[src/rtl/tty_uart_tx.sv]
// Buffered 8N1 serial transmitter: bytes written into a circular FIFO are sent LSB first.
// Exactly one byte leaves the FIFO on each IDLE->START transition.
module tty_uart_tx #(
    parameter int DEPTH        = 16,
    parameter int CLKS_PER_BIT = 4
) (
    input  logic                    clock,
    input  logic                    reset,
    input  logic                    write,
    input  logic [7:0]              write_data,
    output logic                    full,
    output logic [$clog2(DEPTH):0]  count,
    output logic                    tx,
    output logic                    busy,
    output logic                    overflow,
    output logic [1:0]              state_dbg
);
    localparam int AW = $clog2(DEPTH);
    localparam int CW = (CLKS_PER_BIT > 1) ? $clog2(CLKS_PER_BIT) : 1;
    localparam logic [CW-1:0] LAST_CLK = CW'(CLKS_PER_BIT - 1);
    localparam logic [AW:0]   FULL_CNT = (AW + 1)'(DEPTH);

    typedef enum logic [1:0] {
        S_IDLE  = 2'd0,
        S_START = 2'd1,
        S_DATA  = 2'd2,
        S_STOP  = 2'd3
    } state_t;

    logic [7:0]    r_mem [DEPTH];
    logic [AW-1:0] r_wr_ptr;
    logic [AW-1:0] r_rd_ptr;
    logic [AW:0]   r_count;
    logic          r_overflow;
    state_t        r_state;
    logic [CW-1:0] r_clk_cnt;
    logic [2:0]    r_bit_idx;
    logic [7:0]    r_shift;
    logic          r_tx;

    state_t        w_state_next;
    logic [CW-1:0] w_clk_next;
    logic [2:0]    w_idx_next;
    logic [7:0]    w_shift_next;
    logic          w_tx_next;
    logic          w_pop;
    logic          w_push;
    logic          w_full;
    logic          w_bit_end;

    assign w_full    = (r_count == FULL_CNT);
    assign w_push    = write && !w_full;
    assign w_bit_end = (r_clk_cnt == LAST_CLK);

    always_comb begin
        w_state_next = r_state;
        w_clk_next   = r_clk_cnt;
        w_idx_next   = r_bit_idx;
        w_shift_next = r_shift;
        w_pop        = 1'b0;
        case (r_state)
            S_IDLE: begin
                if (r_count != '0) begin
                    w_pop        = 1'b1;
                    w_shift_next = r_mem[r_rd_ptr];
                    w_clk_next   = '0;
                    w_state_next = S_START;
                end
            end
            S_START: begin
                if (w_bit_end) begin
                    w_clk_next   = '0;
                    w_idx_next   = 3'd0;
                    w_state_next = S_DATA;
                end else begin
                    w_clk_next = r_clk_cnt + 1'b1;
                end
            end
            S_DATA: begin
                if (w_bit_end) begin
                    w_clk_next   = '0;
                    w_shift_next = {1'b0, r_shift[7:1]};
                    if (r_bit_idx == 3'd7) begin
                        w_state_next = S_STOP;
                    end else begin
                        w_idx_next = r_bit_idx + 1'b1;
                    end
                end else begin
                    w_clk_next = r_clk_cnt + 1'b1;
                end
            end
            default: begin
                if (w_bit_end) begin
                    w_clk_next   = '0;
                    w_state_next = S_IDLE;
                end else begin
                    w_clk_next = r_clk_cnt + 1'b1;
                end
            end
        endcase
        // The line level is decided from the next state so tx itself is a flop.
        case (w_state_next)
            S_START: w_tx_next = 1'b0;
            S_DATA:  w_tx_next = w_shift_next[0];
            default: w_tx_next = 1'b1;
        endcase
    end

    always_ff @(posedge clock or posedge reset) begin
        if (reset) begin
            r_state    <= S_IDLE;
            r_clk_cnt  <= '0;
            r_bit_idx  <= 3'd0;
            r_shift    <= 8'd0;
            r_tx       <= 1'b1;
            r_wr_ptr   <= '0;
            r_rd_ptr   <= '0;
            r_count    <= '0;
            r_overflow <= 1'b0;
        end else begin
            r_state   <= w_state_next;
            r_clk_cnt <= w_clk_next;
            r_bit_idx <= w_idx_next;
            r_shift   <= w_shift_next;
            r_tx      <= w_tx_next;
            if (w_push) begin
                r_wr_ptr <= r_wr_ptr + 1'b1;
            end
            if (w_pop) begin
                r_rd_ptr <= r_rd_ptr + 1'b1;
            end
            case ({w_push, w_pop})
                2'b10:   r_count <= r_count + 1'b1;
                2'b01:   r_count <= r_count - 1'b1;
                default: r_count <= r_count;
            endcase
            if (write && w_full) begin
                r_overflow <= 1'b1;
            end
        end
    end

    // Storage has no reset; the pointers and count define which entries are valid.
    always_ff @(posedge clock) begin
        if (w_push) begin
            r_mem[r_wr_ptr] <= write_data;
        end
    end

    assign full      = w_full;
    assign count     = r_count;
    assign tx        = r_tx;
    assign busy      = (r_state != S_IDLE);
    assign overflow  = r_overflow;
    assign state_dbg = r_state;

endmodule

[config.mk]
export PLATFORM = sky130hd
export DESIGN_NAME = tty_uart_tx
export DESIGN_NICKNAME = d
export VERILOG_FILES = /design/src/rtl/tty_uart_tx.sv
export SDC_FILE = /design/constraint.sdc
export NUM_CORES = 1
export LEC_CHECK = 0
export CAP_MARGIN = 10
export CORE_MARGIN = 2
export CORE_UTILIZATION = 47
export CTS_CLUSTER_SIZE = 40
export DETAILED_ROUTE_END_ITERATION = 10
export DONT_BUFFER_PORTS = 1
export SKIP_LAST_GASP = 1
export SYNTH_ARGS = -nofsm -noshare
export SYNTH_HDL_FRONTEND = slang
export SYNTH_SLANG_ARGS = --single-unit
[constraint.sdc]
create_clock -name clock -period 4.16 [get_ports clock]
set_clock_uncertainty 0.05 [all_clocks]
set_input_delay 0.416 -clock clock [delete_from_list [all_inputs] [get_ports clock]]
set_output_delay 0.416 -clock clock [all_outputs]
set_load 0.03 [all_outputs]
==> qor.log, run 1 <==
INFO  yosys          synth_warnings=0
INFO  yosys          ys.flop_type=sky130_fd_sc_hd__edfxtp_1
INFO  timing         grt_setup_unrepaired=no
INFO  critical_path  timing.critical_path.to_type=register
INFO  critical_path  biggest_fanout_along_the_worst_timing_path=10
INFO  critical_path  rr_endpoint=count[4]
INFO  yosys          synthesized_netlist_net_count=413
INFO  critical_path  critical_path_cell_count=10
INFO  power_and_ir_drop pwr_density_cell=698nW/um2
INFO  global_route   grt-ovfl-total=0
INFO  timing         hold_viol_final=0
INFO  global_route   groute.layer.met2.usage=0.285
INFO  global_route   grt_pass1_wl=19700um
INFO  timing         timing.slew.headroom=0.359
INFO  critical_path  worst_setup_path_startpoint=count[1]
INFO  global_route   number_of_global_route_vias_before_repair=3408
INFO  clock_network  numClockSinks=158
INFO  routing        drt_first_iter_violations=310
INFO  timing         fmaxAchievable=315MHz
INFO  final_layout   layout.filler_cells=1095
INFO  global_route   grt.met1_usage=0.256
INFO  yosys          synth-adder-area-share=0.0227
INFO  timing         tightest_slew=0.958ns
INFO  clock_network  max-clock-path-buffers=2
INFO  placement      placement.io_buffers=0
INFO  final_layout   final_cell_count_no_fill=590
INFO  power_and_ir_drop total_power=5.13mW
INFO  yosys          yosys.area_share.xor_xnor=0.0159
INFO  clock_network  cts-htree-levels=4
INFO  global_route   grt_start_max_net_pins=32
INFO  critical_path  path_delay_family=compound AO/OA/AOI/OAI gates
INFO  die            die_y=123um
INFO  global_route   groute.layer.met3.usage=0.0479
INFO  clock_network  number_of_clock_buffers_inserted_by_tritoncts=17
INFO  timing         period_utilization_post_route=0.763
INFO  power_and_ir_drop power.ir.vdd_worst=0.306mV
INFO  timing         final_critical_period=3.17ns
INFO  routing        ant_nets=0
INFO  placement      routabilityCongestion=0.777
INFO  die            fp.dieW=123um
INFO  placement      placedInstanceArea=6770um2
INFO  clock_network  worstSkewPairLatency=0.43ns
INFO  yosys          synth.area.mux_share=0.130
INFO  placement      preCtsSetupSlack=0.984ns
INFO  final_layout   antenna_cells_inserted=0
INFO  yosys          synth_seq_cells=158
INFO  yosys          synth_sequential_area_ratio=0.694
INFO  final_layout   finish.net_count=420
INFO  final_layout   post-route-cell-area=7360um2
INFO  yosys          synthCells=390
INFO  yosys          ys_async_sr_fraction=0.190
INFO  placement      hpwlAfterDp=7850um
INFO  outcome        status=finished, final reports clean
INFO  yosys          synth_area_in_compound_gates=0.0523
INFO  die            ios=22
INFO  critical_path  cp_cell_sequence=or4_4, o21ai_4, inv_2, ha_1, xor2_1, ha_1, o21a_1, o21ai_0, a32oi_1, xnor2_1
INFO  routing        drc_errors=0
INFO  routing        detail_route.wl_per_cell=21.2um
INFO  routing        detail_route.wirelength=12500um
INFO  timing         setup_viol_count_final=0
INFO  timing         fin_tns_setup=0ns
INFO  yosys          synth_edf_count=128
INFO  global_route   global_route.usage.total=0.187
INFO  critical_path  start_of_the_worst_register_to_register_path=count[1]
INFO  yosys          syn-mean-instance-area=17.0um2
INFO  critical_path  logic_depth_of_the_worst_register_to_register_path=10
INFO  yosys          yosysUniqueCellTypes=49
INFO  final_layout   area_growth_from_synthesis_to_layout=11.0%
INFO  yosys          combinational_family_with_the_most_area_after_synthesis=multiplexers
INFO  critical_path  worst_path_required=4.39ns
INFO  critical_path  critPathCapture=count[4]
INFO  worst_hold_path hold-path-cell-count=0
INFO  critical_path  slowest_delay=0.68ns
INFO  routing        vias_per_cell=5.60
INFO  worst_hold_path hp-class=primary input to register
INFO  critical_path  cpMaxStageDelayCell=sky130_fd_sc_hd__or4_4
INFO  timing         post-route-worst-setup-slack=0.985ns
INFO  critical_path  timing.critical_path.arrival=3.41ns
INFO  die            floorplan.die_area=15100um2
INFO  yosys          synth_simple_gate_area_frac=0.0583
INFO  critical_path  critPathKind=register to register
INFO  die            rows=43
INFO  global_route   grt-busiest-layer=met2
INFO  clock_network  path_clk_slew=0.06ns
INFO  die            floorplan.initialDensity=0.479
INFO  yosys          synthesis.area=6630um2
INFO  clock_network  cts_tree=yes
INFO  placement      placed_cells_incl_taps=557
INFO  routing        dr_total_vias=3304
INFO  clock_network  post-cts-setup-buffer-count=0
INFO  critical_path  timing.critical_path.from_type=register
INFO  job            drv_cap=0
INFO  global_route   antenna_found_initial=0
INFO  routing        detailedRoute.firstPassIterationCount=4
INFO  power_and_ir_drop power_leakage=2.56nW
INFO  clock_network  root_driver=sky130_fd_sc_hd__clkbuf_16
INFO  final_layout   drive_gt1_frac=0.195
INFO  critical_path  timing.reg2reg.setup_slack=0.99ns
INFO  critical_path  critPathBufInv=1
INFO  timing         maxSlewViolCount=0
INFO  critical_path  path_common_cell=sky130_fd_sc_hd__ha_1
INFO  die            area_of_the_core=13800um2
==> logic make-up (layout without fill, tap and decap cells) <==
kind of cell	after synthesis	after routing
and+or+nand+nor	82	82
adders and majority gates	12	12
xor gates and xnor gates	12	12
muxes	51	51
buffers and inverters	31	51
AOI/OAI and AO/OA	44	44
DFF	158	158
==> worst register-to-register path, cell delays in order (launching register included) <==
cell                      delay [ns]
sky130_fd_sc_hd__dfrtp_1        0.58
sky130_fd_sc_hd__or4_4          0.68
sky130_fd_sc_hd__o21ai_4        0.27
sky130_fd_sc_hd__inv_2          0.13
sky130_fd_sc_hd__ha_1           0.32
sky130_fd_sc_hd__xor2_1         0.18
sky130_fd_sc_hd__ha_1           0.24
sky130_fd_sc_hd__o21a_1         0.17
sky130_fd_sc_hd__o21ai_0        0.14
sky130_fd_sc_hd__a32oi_1        0.13
sky130_fd_sc_hd__xnor2_1        0.13
==> cell type report <==
cell class                      instances  area [um2]  area share
Inverter                               10        37.5     0.00510
Clock buffer                           19         433      0.0588
Clock inverter                         13         141      0.0192
Multi-Input combinational cell        201        1850       0.252
Timing Repair Buffer                    9        70.1     0.00952
Sequential cell                       158        4600       0.625
Tap cell                              180         225      0.0306
==> state kept, by name, summed over array words and instances (netlist names) <==
name,count
r_wr_ptr,4
r_rd_ptr,4
tx,1
state_dbg,2
count,5
r_clk_cnt,2
overflow,1
r_mem,128
r_shift,8
r_bit_idx,3
==> layout by cell type, fill, tap and decap left out, types with 5 or more instances in the layout <==
| cell type | synthesis | routed |
|---|---|---|
| sky130_fd_sc_hd__ha_1 | 12 | 12 |
| sky130_fd_sc_hd__clkbuf_16 | 0 | 17 |
| sky130_fd_sc_hd__buf_4 | 5 | 8 |
| sky130_fd_sc_hd__inv_1 | 9 | 9 |
| sky130_fd_sc_hd__edfxtp_1 | 128 | 128 |
| sky130_fd_sc_hd__a211o_1 | 5 | 5 |
| sky130_fd_sc_hd__mux4_2 | 28 | 28 |
| sky130_fd_sc_hd__nand2_1 | 28 | 28 |
| sky130_fd_sc_hd__dfrtp_1 | 29 | 27 |
| sky130_fd_sc_hd__nand3_1 | 5 | 5 |
| sky130_fd_sc_hd__o22ai_1 | 6 | 6 |
| sky130_fd_sc_hd__nor2_1 | 22 | 22 |
| sky130_fd_sc_hd__xnor2_1 | 8 | 8 |
| sky130_fd_sc_hd__o21ai_0 | 8 | 8 |
| sky130_fd_sc_hd__nor3_1 | 6 | 6 |
| sky130_fd_sc_hd__clkinvlp_4 | 0 | 5 |
| sky130_fd_sc_hd__mux2i_1 | 20 | 20 |
| sky130_fd_sc_hd__and3_1 | 5 | 5 |
==> what timing repair did <==
action	CTS	global route
endpoints found under the hold margin	29	0
gates resized for setup	0	0
hold buffers	1	0
==> per-stage QoR <==
stage	hold slack, ns	util
after floorplan	0.400	-
after global routing	0.0165	0.532
after CTS	0.0163	0.532
final	0.0292	0.532
after global placement	0.358	0.490
after detailed placement	0.371	0.490
==> worst min-delay path by stage <==
stage / startpoint / to / slack (ns)
after floorplan: r_shift[2] / r_shift[1] / 0.40
after global placement: reset / r_clk_cnt[1] / 0.36
after detailed placement: reset / r_clk_cnt[0] / 0.37
after CTS: write_data[0] / r_mem[12][0] / 0.02
after global routing: write_data[2] / r_mem[12][2] / 0.02
final: write_data[0] / r_mem[12][0] / 0.03
==> synth_stat cells (2+ instances only) <==
cell | instances | area [um2]
sky130_fd_sc_hd__edfxtp_1 | 128 | 3840
sky130_fd_sc_hd__dfrtp_1 | 29 | 726
sky130_fd_sc_hd__mux4_2 | 28 | 631
sky130_fd_sc_hd__nand2_1 | 28 | 105
sky130_fd_sc_hd__nor2_1 | 22 | 82.6
sky130_fd_sc_hd__mux2i_1 | 20 | 200
sky130_fd_sc_hd__ha_1 | 12 | 150
sky130_fd_sc_hd__inv_1 | 9 | 33.8
sky130_fd_sc_hd__o21ai_0 | 8 | 40.0
sky130_fd_sc_hd__xnor2_1 | 8 | 70.1
sky130_fd_sc_hd__clkbuf_1 | 7 | 26.3
sky130_fd_sc_hd__nor3_1 | 6 | 30.0
sky130_fd_sc_hd__o22ai_1 | 6 | 37.5
sky130_fd_sc_hd__a211o_1 | 5 | 43.8
sky130_fd_sc_hd__and3_1 | 5 | 31.3
sky130_fd_sc_hd__buf_4 | 5 | 37.5
sky130_fd_sc_hd__nand3_1 | 5 | 25.0
sky130_fd_sc_hd__buf_1 | 4 | 15.0
sky130_fd_sc_hd__nand4_1 | 4 | 25.0
sky130_fd_sc_hd__xor2_1 | 4 | 35.0
sky130_fd_sc_hd__a21oi_1 | 3 | 15.0
sky130_fd_sc_hd__a31oi_1 | 3 | 18.8
sky130_fd_sc_hd__a32oi_1 | 3 | 26.3
sky130_fd_sc_hd__buf_6 | 3 | 33.8
sky130_fd_sc_hd__mux2_2 | 3 | 33.8
sky130_fd_sc_hd__nand2b_1 | 3 | 18.8
sky130_fd_sc_hd__a22oi_1 | 2 | 15.0
sky130_fd_sc_hd__clkbuf_8 | 2 | 27.5
sky130_fd_sc_hd__nor2b_1 | 2 | 12.5
sky130_fd_sc_hd__nor3b_1 | 2 | 15.0
sky130_fd_sc_hd__o211ai_4 | 2 | 42.5
sky130_fd_sc_hd__o21a_1 | 2 | 15.0
==> power by group <==
group | internal, mW | switching [mW]
clock | 0.884 | 0.620
sequential | 1.99 | 0.402
combinational | 0.612 | 0.628
total | 3.48 | 1.65
==> metal layers <==
metal,part of all wire,vias up
li1,-,1529
met1,0.45,1692
met2,0.49,65
met3,0.044,18
met4,0.019,0
met5,0,-
(Power assumes the default switching activity.)
==> run 2: changes to the inputs <==
==> constraint.sdc (replaced) <==
create_clock -name clock -period 3.3 [get_ports clock]
set_clock_uncertainty 0.05 [all_clocks]
set_input_delay 0.33 -clock clock [delete_from_list [all_inputs] [get_ports clock]]
set_output_delay 0.33 -clock clock [all_outputs]
set_load 0.03 [all_outputs]
==> run 2 against run 1 <==
  * Setup slack worse by 0.63 ns
  * Die area did not move
  * Non-clock buffer count increased by 29
  * Global-route usage shrank 0.19 points
  * Combinational power is 52% higher
  * Sequential cell count stayed put
  * Clock power is 43% higher
==> qor.log, run 2 (synthesis gave the netlist of run 1 again) <==
INFO  job            drv_cap=0
INFO  critical_path  biggest_fanout_along_the_worst_timing_path=10
INFO  critical_path  path_delay_family=compound AO/OA/AOI/OAI gates
INFO  global_route   number_of_global_route_vias_before_repair=3518
INFO  clock_network  worstSkewPairLatency=0.42ns
INFO  final_layout   top_register=r_mem
INFO  final_layout   multiInputGateArea=1850um2
INFO  clock_network  numClockSinks=158
INFO  timing         maxSlewViolCount=0
INFO  final_layout   final_cell_count_no_fill=619
INFO  outcome        status=finished, final reports clean
INFO  critical_path  worst_path_required=3.54ns
INFO  clock_network  cts_repair_resize_count=0
INFO  placement      routabilityCongestion=0.794
INFO  final_layout   finish.net_count=449
INFO  routing        detail_route.wl_per_cell=20.3um
INFO  power_and_ir_drop power.ir.vdd_worst=0.391mV
INFO  timing         fmaxAchievable=339MHz
INFO  routing        vias_per_cell=5.60
INFO  die            floorplan.die_area=15100um2
INFO  timing         setup_viol_count_final=0
INFO  clock_network  path_clk_slew=0.06ns
INFO  clock_network  cts_tree=yes
INFO  timing         tightest_slew=0.823ns
INFO  critical_path  cpMaxStageDelayCell=sky130_fd_sc_hd__or4_4
INFO  timing         hold_viol_final=0
INFO  worst_hold_path hp-class=primary input to register
INFO  routing        detailedRoute.firstPassIterationCount=4
INFO  critical_path  timing.critical_path.arrival=3.19ns
INFO  routing        drt_first_iter_violations=238
INFO  global_route   grt_pass1_wl=19900um
INFO  routing        ant_nets=0
INFO  global_route   grt-ovfl-total=0
INFO  die            die_y=123um
INFO  die            floorplan.initialDensity=0.479
INFO  critical_path  critPathBufInv=1
INFO  clock_network  cts-htree-levels=4
INFO  placement      placement.io_buffers=0
INFO  die            fp.dieW=123um
INFO  timing         grt_setup_unrepaired=no
INFO  die            ios=22
INFO  final_layout   final-seq-area=4600um2
INFO  power_and_ir_drop power_leakage=2.76nW
INFO  critical_path  slowest_delay=0.61ns
INFO  global_route   antenna_found_initial=0
INFO  routing        drc_errors=0
INFO  power_and_ir_drop pwr_density_cell=893nW/um2
INFO  die            rows=43
INFO  final_layout   most-common-layout-cells=128 x sky130_fd_sc_hd__edfxtp_1, 28 x sky130_fd_sc_hd__nand2_1, 28 x sky130_fd_sc_hd__mux4_2, 28 x sky130_fd_sc_hd__dfrtp_1, 27 x sky130_fd_sc_hd__buf_4
INFO  global_route   grt_start_max_net_pins=32
INFO  final_layout   layout.cells.most_common=sky130_fd_sc_hd__edfxtp_1
INFO  timing         timing.slew.headroom=0.449
INFO  placement      hpwlAfterDp=8300um
INFO  global_route   global_route.usage.total=0.185
INFO  critical_path  cp_cell_sequence=or4_4, o21ai_4, inv_2, ha_1, xor2_1, ha_1, o21a_1, o21ai_0, a32oi_1, xnor2_1
INFO  clock_network  number_of_clock_buffers_inserted_by_tritoncts=17
INFO  routing        dr_total_vias=3464
INFO  critical_path  timing.critical_path.to_type=register
INFO  final_layout   max_reg_flops=128
INFO  die            area_of_the_core=13800um2
INFO  placement      placed_cells_incl_taps=577
INFO  final_layout   area_growth_from_synthesis_to_layout=16.1%
INFO  timing         final_critical_period=2.95ns
INFO  final_layout   drive_gt1_frac=0.230
INFO  clock_network  post-cts-setup-buffer-count=0
INFO  critical_path  critPathKind=register to register
INFO  final_layout   antenna_cells_inserted=0
INFO  clock_network  max-clock-path-buffers=2
INFO  critical_path  timing.critical_path.from_type=register
INFO  timing         fin_tns_setup=0ns
INFO  clock_network  root_driver=sky130_fd_sc_hd__clkbuf_16
INFO  final_layout   layout.filler_cells=1044
INFO  critical_path  path_common_cell=sky130_fd_sc_hd__ha_1
INFO  routing        detail_route.wirelength=12600um
INFO  timing         period_utilization_post_route=0.894
[run 2: cell count changes in the layout (fill, tap and decap cells not counted), sizes merged, moves of 2 or more]
cell and change:
bufinv +3, buf +20, clkbuf -2, dlygate4sd3 +9, clkinvlp -4, inv +4
[run 2: power by group]
group | internal (mW) | switching [mW]
logic | 0.877 | 1.01
clock network | 1.36 | 0.789
registers | 2.51 | 0.328
[run 2: final cells by class]
cell class	instances	share of cell area
Clock buffer	17	0.0553
Multi-Input combinational cell	201	0.241
Timing Repair Buffer	38	0.0420
Clock inverter	15	0.0299
Tap cell	180	0.0293
Sequential cell	158	0.598
Inverter	10	0.00488
[run 2: what timing repair did]
item,in CTS,in global routing
setup endpoints to repair,0,0
hold endpoints to repair,146,0
hold buffers,10,0
[run 2: worst paths after layout]
path                             from           to  slack, ns  cells past startpoint
max                          count[0]     count[4]       0.35                     10
min in group asynchronous       reset     overflow       0.45                      2
max in group asynchronous       reset  r_rd_ptr[2]       2.06                      3
min                             write  r_wr_ptr[1]       0.33                      4
min reg2reg                r_shift[3]   r_shift[2]       0.43                      1
max reg2reg                  count[0]     count[4]       0.35                     10
[run 2: stage by stage]
step                hold slack [ns]  power [mW]  setup WS [ns]  cell area [um2]   util
CTS                           0.305        6.94          0.377             7690  0.556
global route                  0.350        7.22          0.207             7690  0.556
detailed placement            0.366        4.75          0.391             6940  0.502
finish                        0.326        6.87          0.350             7690  0.556
floorplan                     0.370        4.28          0.240             6630      -
global placement              0.335        4.70          0.453             6940  0.502
[run 2: metal layers]
layer  global-route usage  part of all wire
met5                    0                 0
met1                0.252              0.46
met3               0.0502             0.034
met4               0.0582            0.0079
met2                0.291              0.50
[run 2: tightest hold or removal path, cell delays in order]
cell and delay (ns):
sky130_fd_sc_hd__a21boi_1 0.12, sky130_fd_sc_hd__buf_4 0.17, sky130_fd_sc_hd__nand2_1 0.06, sky130_fd_sc_hd__o21ai_0 0.06
